<file path="config.mk">
export PLATFORM = sky130hd
export DESIGN_NAME = edge_detect_multi
export DESIGN_NICKNAME = d
export VERILOG_FILES = /design/src/rtl/edge_detect_multi.sv
export SDC_FILE = /design/constraint.sdc
export NUM_CORES = 1
export LEC_CHECK = 0
export BUFFER_PORTS_ARGS = -buffer_cell sky130_fd_sc_hd__buf_2
export CELL_PAD_IN_SITES_DETAIL_PLACEMENT = 0
export CELL_PAD_IN_SITES_GLOBAL_PLACEMENT = 2
export CORE_ASPECT_RATIO = 1.4
export CORE_MARGIN = 4
export CORE_UTILIZATION = 31
export DETAILED_ROUTE_END_ITERATION = 12
export PLACE_DENSITY_LB_ADDON = 0.1
export SYNTH_ARGS = -nofsm -noshare
export SYNTH_HDL_FRONTEND = slang
export SYNTH_SLANG_ARGS = --single-unit
export TNS_END_PERCENT = 50
</file>
<file path="constraint.sdc">
create_clock -name clk -period 1.17 [get_ports clk]
set_clock_uncertainty 0.1 [all_clocks]
set_input_delay 0.0585 -clock clk [delete_from_list [all_inputs] [get_ports clk]]
set_output_delay 0.0585 -clock clk [all_outputs]
set_load 0.01 [all_outputs]
</file>
<file path="src/rtl/edge_detect_multi.sv">
`default_nettype none
`timescale 1ns/1ps
// ============================================================================
// Module   : edge_detect_multi
// Brief    : Multi-channel synchronised, glitch-filtered edge detector with
//            per-channel mode select, one-cycle pulses and sticky flags.
// Revision : 1.0 - initial release
// ============================================================================
module edge_detect_multi #(
    parameter int WIDTH         = 8,
    parameter int SYNC_STAGES   = 2,
    parameter int FILTER_CYCLES = 4,
    parameter int RESET_LEVEL   = 0
) (
    input  logic                 clk,
    input  logic                 rst_n,
    input  logic [WIDTH-1:0]     in,
    input  logic [2*WIDTH-1:0]   mode,
    input  logic [WIDTH-1:0]     clr,
    output logic [WIDTH-1:0]     level,
    output logic [WIDTH-1:0]     pulse,
    output logic [WIDTH-1:0]     flag,
    output logic                 irq
);

    localparam int                 C_CNT_W   = (FILTER_CYCLES > 2) ? $clog2(FILTER_CYCLES) : 1;
    localparam logic [C_CNT_W-1:0] C_CNT_MAX = C_CNT_W'(FILTER_CYCLES - 1);
    localparam logic               C_RST_LVL = RESET_LEVEL[0];

    for (genvar gi = 0; gi < WIDTH; gi++) begin : g_ch
        logic [SYNC_STAGES-1:0] r_sync;
        logic [C_CNT_W-1:0]     r_cnt;
        logic                   r_level;
        logic                   r_pulse;
        logic                   r_flag;
        logic                   w_s;
        logic [1:0]             w_mode;
        logic                   w_accept;
        logic                   w_pulse_next;

        assign w_s      = r_sync[SYNC_STAGES-1];
        assign w_mode   = mode[2*gi +: 2];
        assign w_accept = (w_s != r_level) && (r_cnt == C_CNT_MAX);
        // mode bit 0 qualifies rising edges, bit 1 falling edges
        assign w_pulse_next = w_accept & (w_s ? w_mode[0] : w_mode[1]);

        always_ff @(posedge clk or negedge rst_n) begin
            if (!rst_n) begin
                r_sync <= {SYNC_STAGES{C_RST_LVL}};
            end else begin
                r_sync[0] <= in[gi];
                for (int k = 1; k < SYNC_STAGES; k++) begin
                    r_sync[k] <= r_sync[k-1];
                end
            end
        end

        always_ff @(posedge clk or negedge rst_n) begin
            if (!rst_n) begin
                r_cnt   <= '0;
                r_level <= C_RST_LVL;
                r_pulse <= 1'b0;
                r_flag  <= 1'b0;
            end else begin
                r_pulse <= w_pulse_next;
                r_flag  <= w_pulse_next | (r_flag & ~clr[gi]);
                if (w_s == r_level) begin
                    r_cnt <= '0;
                end else if (w_accept) begin
                    r_level <= w_s;
                    r_cnt   <= '0;
                end else begin
                    r_cnt <= r_cnt + 1'b1;
                end
            end
        end

        assign level[gi] = r_level;
        assign pulse[gi] = r_pulse;
        assign flag[gi]  = r_flag;
    end

    assign irq = |flag;

endmodule
`default_nettype wire

</file>
==> metrics.txt, run 1 <==
Cell Pwr Density=1750 nW/µm²; gr usage total=about a tenth; flop2flop setup slack=approximately 0.03 ns; failing checks=negative setup slack; Max Root-Sink Buffers=2; H-tree levels=2; Worst EP required=~1.0 ns; Synth Cell Area=about 2200 µm²; Synth Area in Simple Gates=16.93%; RSZ-0062 raised after global routing=true; nets=approximately 280; Least-Margin Pin Slew=around 0.30 ns; leading cell type in the layout, fill and taps excluded=buf_2; leading post-synthesis cells by cell area=dfrtp_1 (63%), buf_4 (8.1%), nand4b_1 (6.3%); Congestion Overflow GR=0; CP arrival=roughly 1.3 ns; Worst setup EP type=primary output; worst setup margin=-0.2388 ns; critical-path maximum fanout=2; Vias/cell=~4.3; number of global-route vias before repair=1501; Initial DRT Pass Iterations=4; cts bufs inserted=5; DR iter-0 viols=around 70; crit share post-route=120.4%; Clk Latency, worst-skew pair=about 0.3 ns; IO Count=59; cell row count=36; synth unique cells=15; post-synthesis xor/xnor area fraction=between 3 and 4%; R2R Path End=g_ch[3].r_level; Root Buffer=clkbuf_8; largest family of logic cells by synthesized area=simple AND/OR/NAND/NOR gates; Synth area leader=dfrtp_1; most frequent cells in the layout=buf_2 (57), dfrtp_1 (55), dlygate4sd3_1 (33); Vias=roughly 1.4k; maximum clock rate=709.8 MHz; starting density of the core=between 30% and 40%; pre-CTS setup slack=-0.02612 ns; max-slew violations=0; n_diodes=0; CORE AREA=~7000 µm²; Final setup viols=1; Post-Synthesis Cells=163; sequential share of the synthesized area=63.21%; max capacitance violation total=0; first-pass GRT wire length=6796 µm; Hold Vio Cnt, Final=0; Worst Reg-to-Reg Cells=2; Die W=79.48 µm; HPWL after detailed placement=about 2800 µm; layout cell share with drive strength beyond 1=a little over a third; routability cong.=0.6525; area delta synth->final=33.18%; # fillers=about 680; Synth Area in Adders=around 4.5%; RR Startpoint=g_ch[3].r_cnt[0]; crit path kind=reg -> out; #FFs+latches synth=56; status=finished, violations left; worst hold slack=between 0.15 and 0.2 ns; minimum clock period after layout=1.409 ns; mux share of post-synthesis cell area=between 4 and 5%; CP Launch Type=flip-flop; largest net degree at the start of global routing=57; total clock sinks=56; post-route ant nets=0; share of the synthesized area in the top cell type=between 60% and 70%; Max transition margin=between 70 and 80%; clock-pin slew on the worst setup and hold paths=roughly 0.090 ns; die area=~8600 µm²; Die Ht=between 100 and 150 µm; drt drc=0; VDD IR max=a little under 0.7 mV; syn avg cell area=between 10 and 15 µm²; yosys warns=0; Leak Pwr=roughly 1.5 nW; post-synth net total=roughly 210; initial antenna violation count=0; CTS tree=yes; Routed WL=roughly 4000 µm; IO buf count=58; complex-gate fraction of the synthesized area=0%; setup tns final=-0.2388 ns; WL/cell=approximately 12 µm; Hold Crit Class=in -> async
[synth_stat cells (all sizes together)]
master / instances
dfrtp: 56
nor4: 2
nand4b: 16
ha: 8
xnor2: 7
nor2b: 7
nand2b: 8
nor3: 7
nand3: 8
and2: 1
nand2: 9
mux2: 8
buf: 24
nor3b: 1
xor2: 1
[cell families (layout without fill, tap and decap cells)]
family / Yosys count / in the layout
fa+ha+maj: 8 / 8
flops: 56 / 56
xor+xnor: 8 / 8
mux: 8 / 8
buf+inv: 24 / 101
simple gates: 59 / 59
[registers in the layout, summed over array words and instances, names as in the netlist]
signal and flops:
g_ch.r_cnt 16, g_ch.r_sync 16, g_ch.r_flag 8, g_ch.r_level 8
g_ch.r_pulse 8
[how the worst max path moves through the flow]
stage / start / slack, ns / endpoint
after global placement: g_ch[0].r_flag / 0.003 / irq
after global routing: g_ch[7].r_flag / -0.31 / irq
final: g_ch[7].r_flag / -0.24 / irq
after CTS: g_ch[0].r_flag / -0.26 / irq
after floorplan: g_ch[5].r_cnt[0] / 0.06 / g_ch[5].r_level
after detailed placement: g_ch[0].r_flag / -0.03 / irq
[layer usage]
layer	share of wire [%]	wire [µm]	track usage (%)
met2	51	2045	17.03
met1	41	1650	12.05
met5	0	0	0
met3	6.8	272	3.333
met4	0.95	38	3.686
[critical path: stages (launching register included)]
cell	delay [ns]
dfrtp_2	0.44
nor4_4	0.30
nand2_1	0.08
buf_2	0.14
[report_power, final]
part | switching, mW | internal (mW) | leakage [nW]
combinational | 0.609 | 0.882 | 0.722
clock | 0.550 | 0.388 | 0.0359
sequential | 0.357 | 2.38 | 0.709
total | 1.52 | 3.65 | 1.47
[through the flow]
stage	power, mW	cells	util [%]	area [µm²]
detailed placement	4.101	294	35.43	2474
global route	5.584	335	42.29	2953
global placement	4.017	294	35.43	2474
finish	5.166	335	42.29	2953
CTS	5.244	333	41.74	2914
floorplan	3.818	163	-	2217
[layout make-up]
class                      count  area (µm²)  area share [%]
sequential                    56        1403           47.50
timing repair buffer          96       684.4           23.18
multi-input combinational     83       678.2           22.97
tap                           95       118.9           4.025
clock buffer                   5       68.82           2.331
[timing repair]
| action | in CTS | in global routing |
|---|---|---|
| pin swaps | 2 | 2 |
| hold buffers | 33 | 0 |
| endpoints found under the setup margin | 3 | 11 |
| gates resized for setup | 6 | 9 |
| hold endpoints to repair | 80 | 0 |
| buffers inserted | 1 | 2 |
Power figures use the tool's default switching activity.
==> run 2: changes to the inputs <==
--- a/config.mk
+++ b/config.mk
@@ -5,12 +5,13 @@
 export SDC_FILE = /design/constraint.sdc
 export NUM_CORES = 1
 export LEC_CHECK = 0
+export ABC_AREA = 1
 export BUFFER_PORTS_ARGS = -buffer_cell sky130_fd_sc_hd__buf_2
 export CELL_PAD_IN_SITES_DETAIL_PLACEMENT = 0
 export CELL_PAD_IN_SITES_GLOBAL_PLACEMENT = 2
 export CORE_ASPECT_RATIO = 1.4
 export CORE_MARGIN = 4
-export CORE_UTILIZATION = 31
+export CORE_UTILIZATION = 28
 export DETAILED_ROUTE_END_ITERATION = 12
 export PLACE_DENSITY_LB_ADDON = 0.1
 export SYNTH_ARGS = -nofsm -noshare
==> run 2 against run 1 <==
- the flow still finishes with violations (negative setup slack)
- combinational power up 8%
- first-iteration DRC count rose by 7.4%
- sequential power is 3% lower
- worst hold slack worse by 0.19 ns
- clock power increased by 51%
- synthesized cell count rose by 55%
- global-route usage shrank 0.18 points
==> metrics.txt, run 2 <==
status=finished, violations left; failing checks=negative setup slack; cts bufs inserted=5 (unchanged); Worst EP required=1.01 ns (about the same); number of global-route vias before repair=1696 (+13%); Initial DRT Pass Iterations=4 (unchanged); fin cells=432 (+29%); RSZ-0062 raised after global routing=true; Placed Area=2631 µm² (+6.4%); largest net degree at the start of global routing=57 (unchanged); Worst setup EP type=primary output; initial antenna violation count=0 (unchanged); most frequent cells in the layout=buf_2 (58), nand2_1 (56), dfrtp_1 (56); setup tns final=-0.06456 ns (+0.1743 ns); worst hold slack=0.001981 ns (-0.1861 ns); Synth top cells by count=dfrtp_1 (56), nand2_1 (56), inv_1 (48), nor2_1 (36), buf_4 (24); Routed WL=4428 µm (+11%); Hold Crit Class=in -> reg; synth unique cells=10 (-5); Congestion Overflow GR=0 (unchanged); DR iter-0 viols=73 (+7.4%); Die Ht=116.9 µm (+8.2%); die area=10040 µm² (+17%); WL/cell=10.25 µm (-14%); max-slew violations=0 (unchanged); Leak Pwr=1.776 nW (+21%); minimum clock period after layout=1.235 ns (-0.1743 ns); crit path kind=reg -> out; Cell Pwr Density=1833 nW/µm² (+4.7%); layout cell share with drive strength beyond 1=23.33% (-13 points); post-route ant nets=0 (unchanged); Vias/cell=3.845 (-11%); post-route cell area=3115 µm² (+5.5%); pre-CTS setup slack=0.07777 ns (+0.1039 ns); yosys warns=0 (unchanged); Largest regs=g_ch.r_cnt x16, g_ch.r_sync x16; Synth area leader=dfrtp_1; post-synth net total=295 (+44%); CP arrival=1.08 ns (-0.17 ns); EDFF count, synth=0 (unchanged); # fillers=889 (+31%); ys async rst share=100.0% (unchanged); syn avg cell area=9.382 µm² (-31%); n_diodes=0 (unchanged); Root Buffer=clkbuf_16; clock-pin slew on the worst setup and hold paths=0.07 ns (-0.02 ns); share of the synthesized area in the top cell type=59.04% (-4.2 points); Final setup viols=1 (unchanged); Post-Synthesis Cells=253 (+55%); drt drc=0 (unchanged); cell row count=39 (+8.3%); max capacitance violation total=0 (unchanged); starting density of the core=28.95% (-2.8 points); sequential share of the synthesized area=59.04% (-4.2 points); Vias=1661 (+15%); critical-path maximum fanout=3 (+1); fin util=38.00% (-4.3 points); maximum clock rate=810.0 MHz (+14%); ys flop type=dfrtp_1; Design Power=5.710 mW (+11%); nets=372 (+31%); crit share post-route=105.5% (-15 points); IO Count=59 (unchanged); area delta synth->final=31.26%; total clock sinks=56 (unchanged); leading post-synthesis cells by cell area=dfrtp_1 (59%), nand2_1 (8.9%), buf_4 (7.6%); routability cong.=0.6871 (+5.3%); IO buf count=58 (unchanged); HPWL after detailed placement=3175 µm (+13%); #FFs+latches synth=56 (unchanged); Hold Vio Cnt, Final=0 (unchanged); Synth Cell Area=2374 µm² (+7.1%); gr usage total=9.973% (-0.18 points); H-tree levels=2 (unchanged); CP Launch Type=flip-flop; Clk Latency, worst-skew pair=0.29 ns (about the same); VDD IR max=0.5649 mV (-17%); Max transition margin=79.92% (about the same); Placed Cells=390 (+33%); Least-Margin Pin Slew=0.3013 ns (+0.0005795 ns); CTS tree=yes; first-pass GRT wire length=7734 µm (+14%); worst setup margin=-0.06456 ns (+0.1743 ns); Max Root-Sink Buffers=2 (unchanged); CORE AREA=8198 µm² (+17%); Die W=85.82 µm (+8.0%); leading cell type in the layout, fill and taps excluded=buf_2
-- run 2: final timing paths --
kind / start / endpoint / slack [ns] / depth (start not counted)
setup / recovery: g_ch[5].r_flag / irq / -0.06 / 3
hold / removal: mode[12] / g_ch[6].r_pulse / 0.002 / 5
setup reg to reg: g_ch[5].r_cnt[0] / g_ch[5].r_cnt[0] / 0.08 / 3
hold reg to reg: g_ch[4].r_sync[0] / g_ch[4].r_sync[1] / 0.25 / 0
max in group asynchronous: rst_n / g_ch[5].r_sync[0] / 0.53 / 3
min in group asynchronous: rst_n / g_ch[1].r_level / 0.20 / 3
-- run 2: final cells by class --
cell class,count,area [µm²],area share [%]
flip-flops and latches,56,1401,44.98
repair buffers,94,645.6,20.72
multi-input cells,125,626.9,20.12
inverters,48,180.2,5.783
clock buffers,6,128.9,4.137
well taps,102,127.6,4.096
clock inverters,1,5.005,0.1606
-- run 2: what timing repair did --
action                                  CTS  global route
hold buffers                             29             0
pin swaps                                 2             0
endpoints found under the hold margin    79             0
gates resized for setup                   1             5
endpoints found under the setup margin    1             6
setup buffers                             3             3
-- run 2: cell families (layout without fill, tap and decap cells) --
kind of cell               Yosys count  after routing  share of synthesized area (%)
AOI/OAI and AO/OA                    8              8                          1.687
xor gates and xnor gates             8              8                          2.952
and+or+nand+nor                    101            101                          16.92
buffers and inverters               72            149                          15.18
DFF                                 56             56                          59.04
adders and majority gates            8              8                          4.217
-- run 2: critical path, cell delays in order (launching register included) --
cell     delay, ns
dfrtp_1       0.40
nor2_1        0.12
nand4_1       0.11
buf_2         0.16
-- run 2: per-layer routing --
layer	track usage [%]	vias to the layer above	wire length, µm
met5	0	-	0
met2	16.70	39	2149
met4	4.752	0	94
met1	11.82	752	1918
met3	2.801	6	266
li1	-	864	-
-- run 2: power breakdown --
part / internal (mW) / switching, mW / leakage (nW)
sequential: 2.38 / 0.299 / 0.715
combinational: 0.786 / 0.827 / 0.994
clock: 0.780 / 0.642 / 0.0667
total: 3.94 / 1.77 / 1.78
